[src/rtl/truth_table_sweeper.sv]
// Sweeps a 5-input function through codes 0..31, settling each code before capturing y_in into a truth table.
// Optional compare port set enabled by defining TRUTH_TABLE_SWEEPER_COMPARE_EN.
module truth_table_sweeper #(
    parameter int unsigned SETTLE_CYCLES = 4
) (
    input  logic        clk,
    input  logic        rst,
    input  logic        start,
    input  logic        y_in,
`ifdef TRUTH_TABLE_SWEEPER_COMPARE_EN
    input  logic [31:0] expected,
    output logic        mismatch,
    output logic [4:0]  first_bad,
`endif
    output logic [4:0]  x_out,
    output logic [31:0] truth_table,
    output logic [5:0]  ones_count,
    output logic        busy,
    output logic        done
);

    localparam logic [7:0] SETTLE_LAST = 8'(SETTLE_CYCLES - 1);

    typedef enum logic [1:0] {
        IDLE   = 2'd0,
        SETTLE = 2'd1,
        SAMPLE = 2'd2,
        DONE   = 2'd3
    } state_t;

    state_t      state;
    state_t      state_nxt;
    logic [7:0]  count;
    logic [7:0]  count_nxt;
    logic [4:0]  x_nxt;
    logic [31:0] tt_nxt;
    logic [5:0]  ones_nxt;
    logic        busy_nxt;
    logic        done_nxt;

`ifdef TRUTH_TABLE_SWEEPER_COMPARE_EN
    logic [31:0] exp_reg;
    logic [31:0] exp_nxt;
    logic        mismatch_nxt;
    logic [4:0]  first_bad_nxt;
`endif

    // Next-state and next-output computation; busy/done are precomputed so they leave flops.
    always_comb begin
        state_nxt = state;
        count_nxt = count;
        x_nxt     = x_out;
        tt_nxt    = truth_table;
        ones_nxt  = ones_count;
        busy_nxt  = busy;
        done_nxt  = done;
`ifdef TRUTH_TABLE_SWEEPER_COMPARE_EN
        exp_nxt       = exp_reg;
        mismatch_nxt  = mismatch;
        first_bad_nxt = first_bad;
`endif
        case (state)
            IDLE, DONE: begin
                if (start) begin
                    state_nxt = SETTLE;
                    count_nxt = 8'd0;
                    x_nxt     = 5'd0;
                    tt_nxt    = 32'd0;
                    ones_nxt  = 6'd0;
                    busy_nxt  = 1'b1;
                    done_nxt  = 1'b0;
`ifdef TRUTH_TABLE_SWEEPER_COMPARE_EN
                    exp_nxt       = expected;
                    mismatch_nxt  = 1'b0;
                    first_bad_nxt = 5'd0;
`endif
                end else begin
                    state_nxt = state;
                end
            end
            SETTLE: begin
                count_nxt = count + 8'd1;
                if (count == SETTLE_LAST) begin
                    state_nxt = SAMPLE;
                end else begin
                    state_nxt = SETTLE;
                end
            end
            SAMPLE: begin
                tt_nxt[x_out] = y_in;
                ones_nxt      = ones_count + {5'd0, y_in};
`ifdef TRUTH_TABLE_SWEEPER_COMPARE_EN
                if (y_in != exp_reg[x_out]) begin
                    mismatch_nxt  = 1'b1;
                    first_bad_nxt = mismatch ? first_bad : x_out;
                end else begin
                    mismatch_nxt  = mismatch;
                    first_bad_nxt = first_bad;
                end
`endif
                // The last code parks at 31 rather than wrapping to 0.
                if (x_out == 5'd31) begin
                    state_nxt = DONE;
                    busy_nxt  = 1'b0;
                    done_nxt  = 1'b1;
                end else begin
                    state_nxt = SETTLE;
                    x_nxt     = x_out + 5'd1;
                    count_nxt = 8'd0;
                end
            end
            default: begin
                state_nxt = IDLE;
                busy_nxt  = 1'b0;
                done_nxt  = 1'b0;
            end
        endcase
    end

    // State, counter and result registers.
    always_ff @(posedge clk or posedge rst) begin
        if (rst) begin
            state       <= IDLE;
            count       <= 8'd0;
            x_out       <= 5'd0;
            truth_table <= 32'd0;
            ones_count  <= 6'd0;
            busy        <= 1'b0;
            done        <= 1'b0;
        end else begin
            state       <= state_nxt;
            count       <= count_nxt;
            x_out       <= x_nxt;
            truth_table <= tt_nxt;
            ones_count  <= ones_nxt;
            busy        <= busy_nxt;
            done        <= done_nxt;
        end
    end

`ifdef TRUTH_TABLE_SWEEPER_COMPARE_EN
    // Golden table latch and sticky mismatch tracking.
    always_ff @(posedge clk or posedge rst) begin
        if (rst) begin
            exp_reg   <= 32'd0;
            mismatch  <= 1'b0;
            first_bad <= 5'd0;
        end else begin
            exp_reg   <= exp_nxt;
            mismatch  <= mismatch_nxt;
            first_bad <= first_bad_nxt;
        end
    end
`endif

endmodule

[config.mk]
export PLATFORM = sky130hd
export DESIGN_NAME = truth_table_sweeper
export DESIGN_NICKNAME = d
export VERILOG_FILES = /design/src/rtl/truth_table_sweeper.sv
export SDC_FILE = /design/constraint.sdc
export NUM_CORES = 1
export LEC_CHECK = 0
export ABC_AREA = 1
export BUFFER_PORTS_ARGS = -buffer_cell sky130_fd_sc_hd__buf_2
export CAP_MARGIN = 20
export CORE_MARGIN = 3
export CORE_UTILIZATION = 40
export CTS_CLUSTER_DIAMETER = 120
export CTS_CLUSTER_SIZE = 12
export DETAILED_ROUTE_END_ITERATION = 7
export SYNTH_ARGS = -nofsm -noshare
export SYNTH_HDL_FRONTEND = slang
export SYNTH_SLANG_ARGS = --single-unit
[constraint.sdc]
create_clock -name clk -period 1.7 [get_ports clk]
set_input_delay 0 -clock clk [delete_from_list [all_inputs] [get_ports clk]]
set_output_delay 0 -clock clk [all_outputs]
set_load 0.01 [all_outputs]
## Yosys cells after proc, flatten, opt, wreduce, memory -nomap -nowiden

Index checks and enable logic that the tools add are counted.

- $lt $le $gt $ge: 2
- $add $sub $neg: 3
- Reductions and logical operators: 8
- Equal/unequal tests: 8
- Muxes and demuxes: 23

Operators with widths:

| kind | number |
|---|---|
| $pmux 32 s2 | 1 |
| $bwmux 32 | 1 |
| $mux 32 | 1 |
| $pmux 8 s3 | 1 |
| $mux 8 | 2 |
| $pmux 6 s2 | 1 |
| $mux 5 | 2 |
| $pmux 5 s2 | 1 |
| $add 8x1->8 const B | 1 |
| $eq 8x2->1 const B | 1 |
| $add 6x1->6 | 1 |
| $lt 5x6->1 const B | 1 |
| $mux 2 | 3 |
| $mux 6 | 1 |
| $ne 2x2->1 const B | 3 |
| $pmux 2 s3 | 1 |
| $reduce_and 3->1 | 2 |
| $add 5x1->5 const B | 1 |
| $demux 1 s5 | 1 |
| $eq 5x5->1 const B | 1 |
| $ge 5x1->1 const B | 1 |
| $mux 1 | 5 |
| $eq 2x2->1 const B | 2 |
| $pmux 1 s2 | 2 |
| other kinds (6) | 7 |

- Input port bits: 4
- Register bits after elaboration: 55
- Logic and storage cells: 51

## Longest topological paths before layout

Gate-level depths: netlist of the first run.

- Depth in word-level cells: 6
- Mapped depth: 12

## Worst setup path after synthesis of the first run

OpenSTA, ideal clock, no wires.

- Kind: register to register
- Start point: register x_out[2]
- End point: register count[3]
- Stages on the path, launching flop included: 11
- Arrival: 1.630 ns
- Setup slack: -0.052 ns
- Setup time: 0.122 ns
- Path through: dfrtp_1 > buf_6 > nand2_4 > nor2_1 > ha_1 > nand2_1 > nand2_1 > buf_2 > nor2_1 > o21ai_0 > nor2_1

- Cells in the longest elaborated chain, start to end: 3

RTL lines:

| element | RTL line | text |
|---|---|---|
| start, declared | 15 | `output logic [4:0] x_out,` |
| start signal, assigned | 133 | `x_out <= x_nxt;` |
| $eq 5x5->1 | 102 | `if (x_out == 5'd31) begin` |
| $ne 2x2->1 (no source line) | n/a |  |
| $reduce_and 2->1 (no source line) | n/a |  |
| end signal, assigned | 132 | `count <= count_nxt;` |
| end, declared | 33 | `logic [7:0] count;` |

No other way between the ends.
A chain may end at the register's enable or synchronous reset.

## Final worst setup path of the first run

- Start point: register state[1]
- End point: register ones_count[5]

- Cells in the longest elaborated chain, start to end: 4

RTL lines:

| element | RTL line | text |
|---|---|---|
| start, declared | 31 | `state_t state;` |
| start signal, assigned | 131 | `state <= state_nxt;` |
| $eq 2x2->1 or $logic_not 2->1 (tied branches) | 62 | `case (state)` |
| $reduce_or 2->1 | 62 |  |
| $ne 2x2->1 (no source line) or $reduce_bool 2->1 (tied branches) | n/a |  |
| $reduce_and 2->1 (no source line) | n/a |  |
| end signal, assigned | 135 | `ones_count <= ones_nxt;` |
| end, declared | 17 | `output logic [5:0] ones_count,` |

Parallel ways exist; a longest one is shown, timed or not.

==> impl_metrics.tcl, run 1 <==
set metrics [dict create \
    critPathLaunchType "flop" \
    final.period_utilization 0.9620 \
    nets 512 \
    wl_per_cell_um 12.71 \
    area_growth_pct 25.37 \
    synthAdderAreaFrac 0.04381 \
    min_delay_path_depth 3 \
    fin_crit_ps 1635 \
    clkLatencyLatePin_ps 310 \
    fin_tns_setup_ps 0 \
    start_util 0.4219 \
    grt_antenna_before_repair 0 \
    drc 0 \
    p_sw_mw 2.246 \
    hold_viol_final 0 \
    drive_gt1_frac 0.2510 \
    synth-compound-area-share 0.05376 \
    viasPerCell 4.791 \
    cts_tree "done" \
    antenna_left 0 \
    num_io_pins 49 \
    dp.cells 579 \
    rows 31 \
    die_area_sq_mm 0.008954 \
    syn_area_per_cell_sq_um 7.392 \
    crit_path_max_fanout 6 \
    seqPwrFrac 0.330 \
    setup_viol 0 \
    hold_start "y_in" \
    synth.net_count 440 \
    r2r-end "ones_count[5]$_DFFE_PP0P_" \
    die_w_um 94.63 \
    busiest_layer "met2" \
    path_clk_slew_ps 100 \
    worstSetupPathType "flop to flop" \
    status "completed" \
    met3_usage 0.03187 \
    r2r_slack_ps 60 \
    hpwl_um 5023 \
    r2r_start "state[1]$_DFFE_PP0P_" \
    place_congestion 0.7719 \
    netlist_area_sq_mm 0.003142 \
    drt-total-wl_um 7585 \
    min_to "truth_table[21]$_DFFE_PP0P_" \
    timing.fmax_ghz 0.6115 \
    powerDensity_mw_per_mm2 1331 \
    synthSimpleGateAreaFrac 0.3497 \
    synth_xor_area_frac 0.002788 \
    drv_cap 0 \
    worstPathRequired_ps 1950 \
    combPwrFrac 0.523 \
    fin_cells 597 \
    fill_cells 731 \
    die_y_um 94.63 \
    clock-root-buffer "clkbuf_8" \
    rr_worst_depth 11 \
    worst_setup_path_end_kind "flop" \
    hold_class "input port to flop" \
    clock_sinks 55 \
    grt_usage 0.1689 \
    core-area_sq_mm 0.007447 \
    worstMarginPinSlew_ps 473.3 \
    synth.area.mux_share 0 \
    p_leak_nw 2.312 \
    slew_violations 0 \
    grt_pass1_vias 2541 \
    num_vias 2860 \
    synth_cells 425 \
    synth_top_family_by_area "simple AND/OR/NAND/NOR gates" \
    peakVddDrop_v 0.0005208 \
    met1_usage 0.2372 \
    grt_pass1_wl_um 11950 \
    grt_max_degree 33 \
    htreeDepth 2 \
    drt_iter0_drc 152 \
    intPower_mw 2.998 \
    cts_buffer_depth 2 \
    maxSlewHeadroom 0.6840 \
    yosysWarnings 0 \
    arrival_ps 1890 \
    clockPowerShare 0.147 \
    portBuffers 48 \
    diodes 0 \
    yosysSeqAreaShare 0.4381 \
    numCtsBuffers 5 \
    grt_overflow 0 \
    grtUsageMet2 0.2631 \
    hold-worst-slack_ps 31.00 \
    ys_ff_latch 55 \
    p_sw_frac 0.4282 \
    drtPass1Iterations 4 \
    fin_skew_ps 12.22 \
    yosysUniqueCellTypes 28 \
]
cells in the mapped netlist, drive strengths merged:
cell type / instances / area [sq um]
nor3: 8 / 77.57
o21ai: 16 / 80.07
dfrtp: 55 / 1376
xor2: 1 / 8.760
a21oi: 11 / 66.32
nor2: 21 / 103.8
o21a: 1 / 7.510
ha: 11 / 137.6
inv: 68 / 255.2
buf: 16 / 96.33
nand4: 12 / 75.07
o211ai: 1 / 7.510
nand2: 156 / 605.6
and2: 1 / 6.260
o21bai: 1 / 7.510
nand3: 46 / 230.2
power by group through the flow:
| stage | Clock [mW] | Combinational [mW] | Sequential, mW |
|---|---|---|---|
| 2_1_floorplan | 0 | 1.41 | 1.83 |
| 6_report | 0.771 | 2.74 | 1.73 |
| 3_3_place_gp | 0 | 2.12 | 1.75 |
| 4_1_cts | 0.792 | 2.21 | 1.72 |
| 5_1_grt | 0.855 | 3.05 | 1.77 |
| 3_5_place_dp | 0 | 2.16 | 1.75 |
how the worst max path moves through the flow:
stage | cells past startpoint | endpoint | startpoint
after floorplan | 11 | count[6]$_DFFE_PP0P_ | x_out[0]$_DFFE_PP0P_
after global placement | 10 | count[3]$_DFFE_PP0P_ | x_out[0]$_DFFE_PP0P_
after detailed placement | 10 | count[3]$_DFFE_PP0P_ | x_out[0]$_DFFE_PP0P_
after CTS | 10 | count[6]$_DFFE_PP0P_ | x_out[0]$_DFFE_PP0P_
after global routing | 12 | truth_table[25]$_DFFE_PP0P_ | state[0]$_DFFE_PP0P_
final | 11 | ones_count[5]$_DFFE_PP0P_ | state[1]$_DFFE_PP0P_
cells by family (layout without fill, tap and decap cells):
logic type | after synthesis | after routing
and+or+nand+nor | 244 | 245
DFF | 55 | 55
AOI/OAI and AO/OA | 30 | 30
xor gates and xnor gates | 1 | 1
buffers and inverters | 84 | 156
adders and majority gates | 11 | 11
per-stage QoR:
step | power (mW) | utilization | setup WS (ps) | area (sq um)
6_report | 5.244 | 0.5289 | 64.67 | 3939
5_1_grt | 5.681 | 0.5289 | -33.46 | 3939
4_1_cts | 4.727 | 0.5082 | 3.892 | 3785
3_5_place_dp | 3.906 | 0.4923 | -80.00 | 3666
3_3_place_gp | 3.870 | 0.4923 | -88.72 | 3666
2_1_floorplan | 3.239 | - | 5.136 | 3151
sequential cells by signal, summed over array words and instances, names as in the netlist:
register and cells:
done 1, x_out 5, state 2, busy 1
truth_table 32, count 8, ones_count 6
cell usage in the layout (no fill, tap or decap), types with 2 or more instances in the layout:
master	count
nand3_1	46
nor2_4	3
clkbuf_8	6
nor3_1	3
buf_12	7
buf_2	48
nor3_2	3
o21ai_0	15
ha_2	2
buf_4	23
dfrtp_1	52
nor3_4	2
nand2_1	149
a21oi_1	10
nor2_1	10
inv_2	8
nor2_2	8
nand4_1	12
inv_1	60
ha_1	8
dfrtp_2	3
nand2_4	6
area by class of cell:
| class | count | area, sq um | area share |
|---|---|---|---|
| timing repair buffer | 80 | 588.1 | 0.1493 |
| multi-input combinational | 287 | 1496 | 0.3799 |
| tap | 99 | 123.9 | 0.03145 |
| clock inverter | 1 | 8.758 | 0.002224 |
| sequential | 55 | 1380 | 0.3504 |
| clock buffer | 7 | 86.33 | 0.02192 |
| inverter | 68 | 255.2 | 0.06480 |
critical path: stages, from the launching register on:
cell and delay (ps):
dfrtp_1 420, ha_4 290, inv_1 80, nand2_4 120, nand2_8 80, buf_4 150
nor2_2 90, buf_4 140, nand2_1 50, nand2_1 50, inv_1 40, nor2_1 80
timing repair:
action | 4_1_cts | 5_1_grt
hold buffers | 1 | 0
cloned | 0 | 2
buffers inserted | 0 | 7
endpoints found under the hold margin | 20 | 0
endpoints found under the setup margin | 15 | 47
pin swaps | 0 | 4
resized for setup | 3 | 16
routing by layer:
layer  routed length, um  vias up
met2                3440       58
met1                3674     1318
li1                    -     1471
met4                 135        0
met3                 334       13
met5                   0        -
Note: power is estimated with default switching activity, not from simulation.
==> run 2, diff against run 1 <==
- RECOVER_POWER: unset -> 100
==> impl_metrics.tcl, run 2 (synthesis gave the netlist of run 1 again) <==
set metrics [dict create \
    die_w_um 94.63 \
    multi_input_area_sq_mm 0.001496 \
    p_sw_mw 2.248 \
    p_sw_frac 0.4335 \
    met3_usage 0.03187 \
    fin_skew_ps 12.59 \
    maxSlewHeadroom 0.4754 \
    nets 512 \
    worst_setup_path_end_kind "flop" \
    fin_tns_setup_ps 0 \
    arrival_ps 1890 \
    busiest_layer "met2" \
    regMostFlops "truth_table" \
    numCtsBuffers 5 \
    peakVddDrop_v 0.0005241 \
    drtPass1Iterations 7 \
    clock-root-buffer "clkbuf_8" \
    p_leak_nw 2.124 \
    grt_pass1_vias 2541 \
    hpwl_um 5023 \
    timing.fmax_ghz 0.6107 \
    slew_violations 0 \
    grtUsageMet2 0.2631 \
    clockPowerShare 0.147 \
    worstSetupPathType "flop to flop" \
    grt_pass1_wl_um 11950 \
    combPwrFrac 0.518 \
    num_io_pins 49 \
    path_clk_slew_ps 100 \
    clock_sinks 55 \
    cts_buffer_depth 2 \
    die_area_sq_mm 0.008954 \
    dp_slack_ps -80.00 \
    crit_path_max_fanout 6 \
    drt_iter0_drc 150 \
    hold_class "input port to flop" \
    status "completed" \
    drv_cap 0 \
    drive_gt1_frac 0.1627 \
    grt_max_degree 33 \
    critPathLaunchType "flop" \
    fill_cells 758 \
    grt_overflow 0 \
    num_vias 2881 \
    start_util 0.4219 \
    diodes 0 \
    setup_viol 0 \
    reg.largest.list "truth_table: 32 flops, count: 8 flops, ones_count: 6 flops" \
    fin_ws_ps 62.43 \
    clkLatencyLatePin_ps 310 \
    die_y_um 94.63 \
    intPower_mw 2.937 \
    drc 0 \
    final.period_utilization 0.9633 \
    worstPathRequired_ps 1950 \
    cts_tree "done" \
    worstMarginPinSlew_ps 786.0 \
    drt-total-wl_um 7590 \
    core-area_sq_mm 0.007447 \
    area_growth_pct 22.86 \
    htreeDepth 2 \
    grt_usage 0.1689 \
    rows 31 \
    seq_area_sq_mm 0.001380 \
    final_cell_mix "149 x nand2_1, 61 x inv_1, 52 x dfrtp_1" \
    antenna_left 0 \
    place_congestion 0.7719 \
    hold_viol_final 0 \
    portBuffers 48 \
    wl_per_cell_um 12.71 \
    fin_crit_ps 1638 \
    met1_usage 0.2372 \
    powerDensity_mw_per_mm2 1343 \
    layout_commonest_cell "nand2_1" \
    grt_antenna_before_repair 0 \
    seqPwrFrac 0.335 \
    viasPerCell 4.826 \
    largest_register_ffs 32 \
]
-- run 2: changes by cell type in the layout (fill, tap and decap cells not counted) --
cell / previous run / this run
buf_12: 7 / 6
buf_2: 48 / 7
buf_4: 23 / 19
clkbuf_1: 1 / 44
clkbuf_2: 0 / 3
inv_1: 60 / 61
inv_2: 8 / 7
-- run 2: metal layers --
metal / vias to the layer above / share of wire
met5: - / 0
met4: 0 / 0.018
met3: 12 / 0.043
met2: 65 / 0.46
met1: 1329 / 0.48
li1: 1475 / -
-- run 2: timing repair --
action | 4_1_cts | 5_1_grt
setup endpoints to repair | 15 | 47
hold buffers | 1 | 0
setup buffers | 0 | 7
pin swaps | 0 | 4
hold endpoints to repair | 20 | 0
gates cloned | 0 | 2
resized for setup | 3 | 16
-- run 2: area by class of cell --
type | count | share of cell area
timing repair buffer | 80 | 0.1319
clock inverter | 1 | 0.002269
sequential | 55 | 0.3575
multi-input combinational | 287 | 0.3877
inverter | 68 | 0.06613
clock buffer | 7 | 0.02237
tap | 99 | 0.03209
-- run 2: power groups by stage --
stage                     clock, mW  combinational (mW)  sequential [mW]
after detailed placement          0                2.16             1.75
after global routing          0.855                2.99             1.78
after floorplan                   0                1.41             1.83
after global placement            0                2.12             1.75
final                         0.764                2.69             1.74
after CTS                     0.792                2.21             1.72
-- run 2: critical path: stages, from the launching register on --
cell     delay [ps]
dfrtp_1         420
ha_4            290
inv_1            80
nand2_4         120
nand2_8          80
buf_4           150
nor2_2           90
buf_4           140
nand2_1          50
nand2_1          50
inv_1            40
nor2_1           80
-- run 2: worst paths after layout --
| check | startpoint | to | slack (ps) | cells after the start |
|---|---|---|---|---|
| setup / recovery | state[1]$_DFFE_PP0P_ | ones_count[5]$_DFFE_PP0P_ | 60 | 11 |
| hold / removal | y_in | truth_table[21]$_DFFE_PP0P_ | 40 | 3 |
| setup reg to reg | state[1]$_DFFE_PP0P_ | ones_count[5]$_DFFE_PP0P_ | 60 | 11 |
| hold reg to reg | ones_count[0]$_DFFE_PP0P_ | ones_count[0]$_DFFE_PP0P_ | 520 | 2 |
| max in group asynchronous | rst | x_out[2]$_DFFE_PP0P_ | 260 | 4 |
| min in group asynchronous | rst | truth_table[3]$_DFFE_PP0P_ | 370 | 3 |
-- run 2: through the flow --
stage	utilization	hold slack (ps)	total power, mW	area, sq um	instances
global route	0.5183	42.15	5.623	3860	597
floorplan	-	170.1	3.239	3151	425
finish	0.5183	36.46	5.185	3860	597
CTS	0.5082	30.86	4.727	3785	588
detailed placement	0.4923	47.14	3.906	3666	579
global placement	0.4923	54.09	3.870	3666	579
